## src/rtl/serial_adder_if.sv

```systemverilog
// Operand/result handshake bundle for serial_adder.
// SERIAL_ADDER_SUB_EN adds the 'sub' operand-side control bit.
interface serial_adder_if #(
    parameter int unsigned WIDTH = 8
);
    logic             in_valid;
    logic             in_ready;
    logic [WIDTH-1:0] a;
    logic [WIDTH-1:0] b;
    logic             cin;
`ifdef SERIAL_ADDER_SUB_EN
    logic             sub;
`endif
    logic             out_valid;
    logic             out_ready;
    logic [WIDTH-1:0] sum;
    logic             cout;
    logic             busy;

    // Operand source / result consumer side
    modport master (
`ifdef SERIAL_ADDER_SUB_EN
        output sub,
`endif
        output in_valid, a, b, cin, out_ready,
        input  in_ready, out_valid, sum, cout, busy
    );

    // Adder side
    modport slave (
`ifdef SERIAL_ADDER_SUB_EN
        input  sub,
`endif
        input  in_valid, a, b, cin, out_ready,
        output in_ready, out_valid, sum, cout, busy
    );
endinterface

```

## src/rtl/serial_adder.sv

```systemverilog
// Bit-serial WIDTH-bit adder: one full-adder cell plus carry flop, LSB first.
// Optional macro SERIAL_ADDER_SUB_EN enables a - b via bus.sub.
module serial_adder #(
    parameter int unsigned WIDTH = 8
) (
    input  logic          clk,
    input  logic          rst_n,
    serial_adder_if.slave bus
);

    localparam int unsigned CW = (WIDTH > 1) ? $clog2(WIDTH) : 1;

    typedef enum logic [1:0] {
        IDLE = 2'd0,
        RUN  = 2'd1,
        DONE = 2'd2
    } state_t;

    state_t           state;
    logic [WIDTH-1:0] sa;
    logic [WIDTH-1:0] sb;
    logic [WIDTH-1:0] res;
    logic             carry;
    logic [CW-1:0]    count;

    logic             in_ready_q;
    logic             out_valid_q;
    logic             busy_q;
    logic [WIDTH-1:0] sum_q;
    logic             cout_q;

    logic             bit_s_c;
    logic             carry_nxt_c;
    logic [WIDTH-1:0] res_nxt_c;
    logic [WIDTH-1:0] b_load_c;
    logic             cin_load_c;

    // Subtract loads ~b with a forced carry-in of one (two's complement)
`ifdef SERIAL_ADDER_SUB_EN
    assign b_load_c   = bus.sub ? ~bus.b : bus.b;
    assign cin_load_c = bus.sub | bus.cin;
`else
    assign b_load_c   = bus.b;
    assign cin_load_c = bus.cin;
`endif

    // The single full-adder cell
    always_comb begin
        bit_s_c     = 1'b0;
        carry_nxt_c = 1'b0;
        bit_s_c     = sa[0] ^ sb[0] ^ carry;
        carry_nxt_c = (sa[0] & sb[0]) | (carry & (sa[0] ^ sb[0]));
    end

    // Result shifts right with the new sum bit entering at the MSB
    generate
        if (WIDTH == 1) begin : g_res_w1
            assign res_nxt_c = bit_s_c;
        end else begin : g_res_wn
            assign res_nxt_c = {bit_s_c, res[WIDTH-1:1]};
        end
    endgenerate

    always_ff @(posedge clk or negedge rst_n) begin
        if (!rst_n) begin
            state       <= IDLE;
            sa          <= '0;
            sb          <= '0;
            res         <= '0;
            carry       <= 1'b0;
            count       <= '0;
            in_ready_q  <= 1'b1;
            out_valid_q <= 1'b0;
            busy_q      <= 1'b0;
            sum_q       <= '0;
            cout_q      <= 1'b0;
        end else begin
            case (state)
                IDLE: begin
                    if (bus.in_valid) begin
                        sa         <= bus.a;
                        sb         <= b_load_c;
                        carry      <= cin_load_c;
                        count      <= '0;
                        res        <= '0;
                        state      <= RUN;
                        in_ready_q <= 1'b0;
                        busy_q     <= 1'b1;
                    end
                end
                RUN: begin
                    carry <= carry_nxt_c;
                    res   <= res_nxt_c;
                    sa    <= sa >> 1;
                    sb    <= sb >> 1;
                    count <= count + CW'(1);
                    if (count == CW'(WIDTH - 1)) begin
                        state       <= DONE;
                        busy_q      <= 1'b0;
                        out_valid_q <= 1'b1;
                        sum_q       <= res_nxt_c;
                        cout_q      <= carry_nxt_c;
                    end
                end
                DONE: begin
                    // Hold result until consumed; no same-cycle restart
                    if (bus.out_ready) begin
                        state       <= IDLE;
                        out_valid_q <= 1'b0;
                        in_ready_q  <= 1'b1;
                    end
                end
                default: begin
                    state       <= IDLE;
                    in_ready_q  <= 1'b1;
                    out_valid_q <= 1'b0;
                    busy_q      <= 1'b0;
                end
            endcase
        end
    end

    assign bus.in_ready  = in_ready_q;
    assign bus.out_valid = out_valid_q;
    assign bus.busy      = busy_q;
    assign bus.sum       = sum_q;
    assign bus.cout      = cout_q;

endmodule

```

## src/flat_wrapper.sv

```systemverilog
// flat-port wrapper written by rule: the top's interface ports become plain ports
module serial_adder_flat 
#(
    parameter int unsigned WIDTH = 8
)
  (clk, rst_n, bus_in_valid, bus_a, bus_b, bus_cin, bus_out_ready, bus_in_ready, bus_out_valid, bus_sum, bus_cout, bus_busy);
  serial_adder_if #(.WIDTH(WIDTH)) bus_i ();
  input  logic clk;
  input  logic rst_n;
  input wire logic [$bits(bus_i.in_valid)-1:0] bus_in_valid;
  input wire logic [$bits(bus_i.a)-1:0] bus_a;
  input wire logic [$bits(bus_i.b)-1:0] bus_b;
  input wire logic [$bits(bus_i.cin)-1:0] bus_cin;
  input wire logic [$bits(bus_i.out_ready)-1:0] bus_out_ready;
  output wire logic [$bits(bus_i.in_ready)-1:0] bus_in_ready;
  output wire logic [$bits(bus_i.out_valid)-1:0] bus_out_valid;
  output wire logic [$bits(bus_i.sum)-1:0] bus_sum;
  output wire logic [$bits(bus_i.cout)-1:0] bus_cout;
  output wire logic [$bits(bus_i.busy)-1:0] bus_busy;
  assign bus_i.in_valid = bus_in_valid;
  assign bus_i.a = bus_a;
  assign bus_i.b = bus_b;
  assign bus_i.cin = bus_cin;
  assign bus_i.out_ready = bus_out_ready;
  assign bus_in_ready = bus_i.in_ready;
  assign bus_out_valid = bus_i.out_valid;
  assign bus_sum = bus_i.sum;
  assign bus_cout = bus_i.cout;
  assign bus_busy = bus_i.busy;
  serial_adder #(.WIDTH(WIDTH)) u_core (.clk(clk), .rst_n(rst_n), .bus(bus_i));
endmodule
```

## config.mk

```make
export PLATFORM = sky130hd
export DESIGN_NAME = serial_adder_flat
export DESIGN_NICKNAME = d
export VERILOG_FILES = /design/src/rtl/serial_adder_if.sv /design/src/rtl/serial_adder.sv /design/src/flat_wrapper.sv
export SDC_FILE = /design/constraint.sdc
export NUM_CORES = 1
export LEC_CHECK = 0
export BUFFER_PORTS_ARGS = -buffer_cell sky130_fd_sc_hd__buf_2
export CAP_MARGIN = 40
export CORE_ASPECT_RATIO = 0.75
export CORE_MARGIN = 5
export CORE_UTILIZATION = 54
export DETAILED_ROUTE_END_ITERATION = 16
export GPL_TIMING_DRIVEN = 0
export HOLD_SLACK_MARGIN = 0.03
export PLACE_DENSITY = 0.78
export SYNTH_ARGS = -nofsm -noshare
export SYNTH_HDL_FRONTEND = slang
export SYNTH_SLANG_ARGS = --single-unit
```

## constraint.sdc

```tcl
create_clock -name clk -period 1.9 [get_ports clk]
set_input_delay 0.38 -clock clk [delete_from_list [all_inputs] [get_ports clk]]
set_output_delay 0.38 -clock clk [all_outputs]
set_load 0.05 [all_outputs]
```

==> impl_metrics.ini, run 1 <==
[status]
outcome = complete, no violations

[final_layout]
multi_input_comb_area_um2 = 643.1
final_util_pct = 68.06
layout.nets = 213
seq_area_um2 = 1027
final_cell_mix = dfrtp_1 (40), buf_2 (36), nor2_1 (33)
filler_cell_count = 243
diodes = 0
syn_to_final_growth_pct = 18.29
mostFrequentLayoutCell = dfrtp_1
drive_above_1_share_pct = 32.11

[timing]
skew_ns = 0.008522
timing.fmax_mhz = 675.8
min_period_ns = 1.480
fin_crit_sh_pct = 77.88
rsz0062_at_grt = no
worst_pin_slew_ns = 0.4344
setup_viol = 0
setup_tns_ns = 0
maxSlewViolCount = 0
hold_viol = 0
slew_headroom_pct = 71.02

[yosys]
ys_seq_elements = 41
synth-edff-count = 0
synth_nets = 173
synth_area_leaders = dfrtp_1 (58%), nor2_1 (7.1%), o32ai_1 (7.1%)
ys_warn_count = 0
syn-instance-count = 149
ys_types = 28
synth-async-reset-ratio_pct = 100.0
avgSynthCellArea_um2 = 11.66
yosysSeqAreaShare_pct = 59.11
yosysTopAreaCell = dfrtp_1
synth_ff_type = dfrtp_1
synth_area_um2 = 1738
synth_top_area_share_pct = 57.60

[cts]
clk_latency_ns = 0.29
cts_buffers = 5
cts_hold_buf = 0
clock_path_buffers = 2
root_buffer = clkbuf_8
htree_num_levels = 2
postCtsSetupRepairBufs = 0
cts_tree = done
cts_num_sinks = 41
clkTransAtPathRegs_ns = 0.08
cts.repair.resized = 0

[drt]
drt-total-wl_um = 3356
vias = 1257
drt_iter0_drc = 88
wl_per_cell_um = 14.72
drt_pre_antenna_iters = 4
drtAntennaViolNets = 0
viasPerCell = 5.513
drc = 0

[run]
timing.max_cap.violations = 0

[power_and_ir_drop]
powerDensity_nw_per_um2 = 1747
power_leakage_nw = 0.9864
ir_drop_v = 0.0008526

[floorplan]
initial_core_util_pct = 57.54
die_y_um = 59.13
io_pins = 33
dieArea_um2 = 4465
core_area_um2 = 3020
num_rows = 17
die_w_um = 75.51

[place]
port_buffers = 32
hpwl_um = 2446
place.gp.congestion = 0.8112

[worst_setup_path]
critPathMostFrequentCell = ha_1
crit_required_ns = 2.07
cp_max_fo = 10
crit_path_start_kind = flip-flop
cpPeakStageDelay_ns = 0.40
cp-end-kind = flip-flop
cp.arrival_ns = 1.65
path_class = reg2reg
worstPathCellList = ha_1, ha_1, nand2_4, mux2_2
slowest_stage = dfrtp_1

[global_routing]
grt_max_degree = 26
antenna_found_initial = 0
grt-ovfl-total = 0
track_usage_pct = 17.29
grt_pass1_wl_um = 5823
grt_pass1_vias = 1275

[min_path]
hp-class = in2async
## worst max-delay path, delay by kind of cell (launching register included)
family | cells | cell delay [ns]
multiplexers | 1 | 0.35
adder cells (fa/ha/maj) | 2 | 0.45
AND/OR/NAND/NOR | 1 | 0.16
flip-flops | 1 | 0.40
## flip-flops by register name, summed over array words and instances, names as in the netlist
name                  count
u_core.bus.busy           1
u_core.carry              1
u_core.sb                 8
u_core.bus.sum            8
u_core.bus.out_valid      1
u_core.count              3
u_core.bus.in_ready       1
u_core.bus.cout           1
u_core.state              2
u_core.res                7
u_core.sa                 8
## Yosys cell counts (2+ instances only)
| cell type | count |
|---|---|
| a22o_1 | 9 |
| a21oi_1 | 3 |
| dfrtp_1 | 40 |
| mux2_1 | 2 |
| buf_4 | 2 |
| mux2_2 | 7 |
| ha_1 | 2 |
| nand2_1 | 7 |
| nand2b_1 | 2 |
| buf_2 | 4 |
| o21ai_0 | 6 |
| nor2_1 | 33 |
| o32ai_1 | 14 |
| inv_1 | 3 |
| clkbuf_2 | 2 |
## cell families (layout without fill, tap and decap cells)
logic type	after synthesis	count (layout)	synth area share [%]
fa+ha+maj	3	3	2.592
compound gates	37	37	17.14
simple gates	47	47	11.45
mux	9	9	5.832
buf+inv	12	53	3.887
flops	41	41	59.11
## power by group
part | total, mW | switching [mW] | internal [mW]
Sequential | 1.49 | 0.227 | 1.26
Combinational | 1.57 | 0.960 | 0.606
Clock | 0.537 | 0.283 | 0.254
## worst paths after layout
| path | from | endpoint | slack [ns] | cells past startpoint |
|---|---|---|---|---|
| worst min-delay path | rst_n | u_core.sb[6] | 0.02 | 1 |
| worst min register to register | u_core.bus.sum[0] | u_core.bus.sum[0] | 0.49 | 1 |
| worst max register to register | u_core.count[0] | u_core.bus.sum[1] | 0.42 | 4 |
| worst max-delay path | u_core.count[0] | u_core.bus.sum[1] | 0.42 | 4 |
| max in group asynchronous | rst_n | u_core.count[2] | 1.42 | 2 |
| min in group clk | bus_b[7] | u_core.sb[7] | 0.34 | 3 |
## per-stage QoR
| step | instances | hold WS [ns] | setup slack (ns) | power [mW] | cell area, um2 |
|---|---|---|---|---|---|
| final | 228 | 0.02289 | 0.4202 | 3.592 | 2056 |
| after global routing | 228 | 0.05917 | 0.3551 | 3.869 | 2056 |
| after CTS | 228 | 0.03223 | 0.4117 | 3.618 | 2056 |
| after detailed placement | 220 | 0.3449 | 0.4417 | 3.079 | 1973 |
| after global placement | 219 | 0.4697 | 0.4568 | 2.993 | 1946 |
| after floorplan | 149 | 0.08441 | 0.5415 | 2.688 | 1738 |
## area by class of cell
cell class / instances / share of cell area [%]
plain buffers: 9 / 2.739
clock buffers: 6 / 3.530
clock inverters: 2 / 0.4869
inverters: 3 / 0.5478
multi-input cells: 96 / 31.28
flip-flops and latches: 41 / 49.97
well taps: 38 / 2.313
repair buffers: 33 / 9.130
## layer usage
metal	up-vias	global-route usage (%)	routed length, um
li1	613	-	-
met2	29	25.22	1510
met3	5	5.085	206
met1	610	24.89	1609
met5	-	0	0
met4	0	5.237	29
Note: power is estimated with default switching activity, not from simulation.
==> run 2, diff against run 1 <==
Clock period 1.9 ns to 1.4 ns, I/O delays scaled along.
==> impl_metrics.ini, run 2 (synthesized netlist as in run 1, its figures left out) <==
[status]
outcome = finished with violations
violations = setup timing

[cts]
clk_latency_ns = 0.30
cts_tree = done
htree_num_levels = 2
clock_path_buffers = 2
cts_num_sinks = 41
root_buffer = clkbuf_8
cts_buffers = 5
clkTransAtPathRegs_ns = 0.08

[global_routing]
track_usage_pct = 17.97
grt_max_degree = 26
grt-ovfl-total = 0
grt_pass1_vias = 1323
antenna_found_initial = 0
grt_pass1_wl_um = 6065

[drt]
drt-total-wl_um = 3941
drtAntennaViolNets = 0
wl_per_cell_um = 16.49
drt_iter0_drc = 117
drt_pre_antenna_iters = 4
vias = 1345
viasPerCell = 5.628
drc = 0

[timing]
setup_viol = 4
skew_ns = 0.01086
rsz0062_at_grt = yes
min_period_ns = 1.434
hold_viol = 0
timing.fmax_mhz = 697.5
slew_headroom_pct = 70.52
maxSlewViolCount = 0
fin_crit_sh_pct = 102.4
finalWorstSetupSlack_ns = -0.03366
worst_pin_slew_ns = 0.4422
setup_tns_ns = -0.06727
hold_ws_ns = 0.2336

[floorplan]
die_w_um = 75.51
core_area_um2 = 3020
dieArea_um2 = 4465
num_rows = 17
die_y_um = 59.13
io_pins = 33
initial_core_util_pct = 57.54

[worst_setup_path]
crit_path_start_kind = flip-flop
reg2reg_slack_ns = -0.03
reg2reg_from = u_core.count[0]
cp_max_fo = 5
crit_path_start = u_core.count[0]
cp.arrival_ns = 1.60
r2r_cells = 5
path_class = reg2reg
cp-end-kind = flip-flop
crit_required_ns = 1.57
endpoint = u_core.bus.sum[2]
r2r-end = u_core.bus.sum[2]

[power_and_ir_drop]
ir_drop_v = 0.001181
power_leakage_nw = 1.096
powerDensity_nw_per_um2 = 2364

[min_path]
hp-class = in2reg

[place]
hpwl_um = 2446
place.gp.congestion = 0.8112
place_worst_setup_slack_ns = -0.05827
port_buffers = 32

[final_layout]
mostFrequentLayoutCell = dfrtp_1
final_cell_mix = dfrtp_1 (40), buf_2 (35), nor2_1 (33)
final_util_pct = 75.15
syn_to_final_growth_pct = 30.60
drive_above_1_share_pct = 40.80
diodes = 0
layout.nets = 224

[run]
timing.max_cap.violations = 0
## run 2: cell count changes in the layout (fill, tap and decap cells not counted), sizes merged
| cell | previous run | this run |
|---|---|---|
| buf | 40 | 50 |
| dlygate4sd3 | 0 | 1 |
## run 2: layer usage
| metal | vias to the layer above | GRT usage [%] | wire length, um |
|---|---|---|---|
| li1 | 634 | - | - |
| met1 | 665 | 25.76 | 1786 |
| met2 | 35 | 26.20 | 1876 |
| met3 | 11 | 5.254 | 195 |
| met4 | 0 | 5.736 | 82 |
| met5 | - | 0 | 0 |
## run 2: critical path, stage by stage (launching register included)
cell and delay, ns:
dfrtp_1 0.40, ha_2 0.20, ha_4 0.17, nand2_4 0.08, buf_6 0.14, mux2_4 0.31
## run 2: worst min-delay path by stage
stage                              from                    to  slack [ns]  cells past startpoint
after floorplan                   rst_n       u_core.bus.busy       -0.02                      0
after global placement            rst_n  u_core.bus.out_valid        0.44                      1
after detailed placement          rst_n  u_core.bus.out_valid        0.24                      1
after CTS                      bus_a[7]          u_core.sa[7]        0.24                      3
after global routing      bus_out_ready   u_core.bus.in_ready        0.24                      3
final                          bus_b[7]          u_core.sb[7]        0.23                      3
## run 2: where the power goes
group / internal [mW] / total, mW / switching [mW]
Combinational: 1.13 / 2.56 / 1.43
Clock: 0.345 / 0.738 / 0.393
Sequential: 1.71 / 2.07 / 0.354
Total: 3.18 / 5.37 / 2.18
## run 2: what timing repair did
item / 4_1_cts / 5_1_grt
hold endpoints to repair: 15 / 0
gates cloned: 0 / 0
setup buffers: 6 / 5
endpoints found under the setup margin: 9 / 20
hold buffers: 1 / 0
pin swaps: 2 / 2
resized for setup: 6 / 17
## run 2: through the flow
stage | std cells | total power [mW] | cell area [um2]
2_1_floorplan | 149 | 3.648 | 1738
3_3_place_gp | 219 | 4.062 | 1946
4_1_cts | 235 | 5.032 | 2146
6_report | 239 | 5.366 | 2270
5_1_grt | 239 | 5.734 | 2270
3_5_place_dp | 220 | 4.179 | 1973
## run 2: layout make-up
cell class	count	area (um2)
inverters	3	11.26
flip-flops and latches	41	1027
clock buffers	6	72.57
repair buffers	45	299.0
multi-input cells	96	747.0
well taps	38	47.55
clock inverters	2	10.01
plain buffers	8	55.05
fillers	200	750.7
==> run 3, diff against run 2 <==
Settings changed: RECOVER_POWER from default to 50.
==> impl_metrics.ini, run 3 (synthesized netlist as in run 1, its figures left out) <==
[drt]
drt_iter0_drc = 117
drtAntennaViolNets = 0
drt_pre_antenna_iters = 4
wl_per_cell_um = 16.55
viasPerCell = 5.695
vias = 1361
drc = 0
drt-total-wl_um = 3955

[floorplan]
die_w_um = 75.51
initial_core_util_pct = 57.54
dieArea_um2 = 4465
die_y_um = 59.13
core_area_um2 = 3020
io_pins = 33
num_rows = 17

[worst_setup_path]
cp.arrival_ns = 1.60
r2r-end = u_core.bus.sum[2]
cp_max_fo = 5
r2r_cells = 5
path_class = reg2reg
reg2reg_from = u_core.count[0]
crit_required_ns = 1.57
crit_path_start_kind = flip-flop
reg2reg_slack_ns = -0.03
cp-end-kind = flip-flop
crit_path_start = u_core.count[0]

[place]
dpl.cell_count = 220
port_buffers = 32
hpwl_um = 2446
place_worst_setup_slack_ns = -0.05827
placed_cell_area_um2 = 1973
place.gp.congestion = 0.8112

[cts]
cts_tree = done
htree_num_levels = 2
clkTransAtPathRegs_ns = 0.09
clk_latency_ns = 0.30
cts_buffers = 5
cts_num_sinks = 41
root_buffer = clkbuf_8
clock_path_buffers = 2

[final_layout]
diodes = 0
syn_to_final_growth_pct = 29.45
fin_area_um2 = 2250
layout.nets = 224
final_cell_mix = dfrtp_1 (40), buf_2 (33), nor2_1 (33)
fin_cells = 239
mostFrequentLayoutCell = dfrtp_1
drive_above_1_share_pct = 40.80

[timing]
slew_headroom_pct = 70.52
maxSlewViolCount = 0
rsz0062_at_grt = yes
setup_tns_ns = -0.06311
min_period_ns = 1.432
finalWorstSetupSlack_ns = -0.03233
setup_viol = 4
fin_crit_sh_pct = 102.3
hold_ws_ns = 0.2355
worst_pin_slew_ns = 0.4420
hold_viol = 0
skew_ns = 0.01246
timing.fmax_mhz = 698.2

[status]
outcome = finished with violations
violations = setup timing

[min_path]
min_to = u_core.sb[7]
hold_start = bus_b[7]
min_path_cells = 3
hp-class = in2reg

[power_and_ir_drop]
power_leakage_nw = 1.087
ir_drop_v = 0.001181
powerDensity_nw_per_um2 = 2384

[run]
timing.max_cap.violations = 0

[global_routing]
grt_pass1_vias = 1323
grt_max_degree = 26
track_usage_pct = 17.97
grt-ovfl-total = 0
antenna_found_initial = 0
grt_pass1_wl_um = 6065
run 3: cell types whose count changed in the layout (fill, tap and decap cells not counted), sizes merged:
cell,change
buf,-3
clkbuf,+3
run 3: timing repair:
action	in CTS	in global routing
setup endpoints to repair	9	20
endpoints found under the hold margin	15	0
buffers inserted	6	5
pin swaps	2	2
cloned	0	0
gates resized for setup	6	17
hold buffers	1	0
run 3: worst max path at each step:
stage                     slack (ns)                 to  cells past startpoint
after floorplan                 0.04    u_core.bus.cout                      4
after global placement         -0.04  u_core.bus.sum[1]                      4
after detailed placement       -0.06  u_core.bus.sum[7]                      4
after CTS                      0.002  u_core.bus.sum[0]                      5
after global routing           -0.06  u_core.bus.sum[2]                      5
final                          -0.03  u_core.bus.sum[2]                      5
run 3: through the flow:
| step | util [%] | power [mW] |
|---|---|---|
| after floorplan | - | 3.648 |
| after CTS | 71.04 | 5.032 |
| final | 74.48 | 5.363 |
| after global routing | 74.48 | 5.726 |
| after detailed placement | 65.33 | 4.179 |
| after global placement | 64.42 | 4.062 |
run 3: critical path: stages (launching register included):
cell     delay [ns]
dfrtp_1        0.40
ha_2           0.20
ha_4           0.17
nand2_4        0.08
buf_6          0.14
mux2_4         0.31
run 3: cell type report:
cell class	instances	area [um2]
Sequential cell	41	1027
Fill cell	202	770.7
Multi-Input combinational cell	96	747.0
Timing Repair Buffer	45	279.0
Clock buffer	6	72.57
Buffer	8	55.05
Tap cell	38	47.55
Inverter	3	11.26
Clock inverter	2	10.01
run 3: layer usage:
layer  global-route usage [%]  routed length [um]  up-vias
met5                        0                   0        -
met4                    5.736                  82        0
met3                    5.254                 202       11
met2                    26.20                1867       41
met1                    25.76                1802      676
li1                         -                   -      633
run 3: report_power, final:
group | switching, mW | total [mW] | leakage (nW) | internal, mW
Clock | 0.396 | 0.741 | 0.0450 | 0.346
Sequential | 0.355 | 2.07 | 0.496 | 1.71
Combinational | 1.43 | 2.55 | 0.546 | 1.12
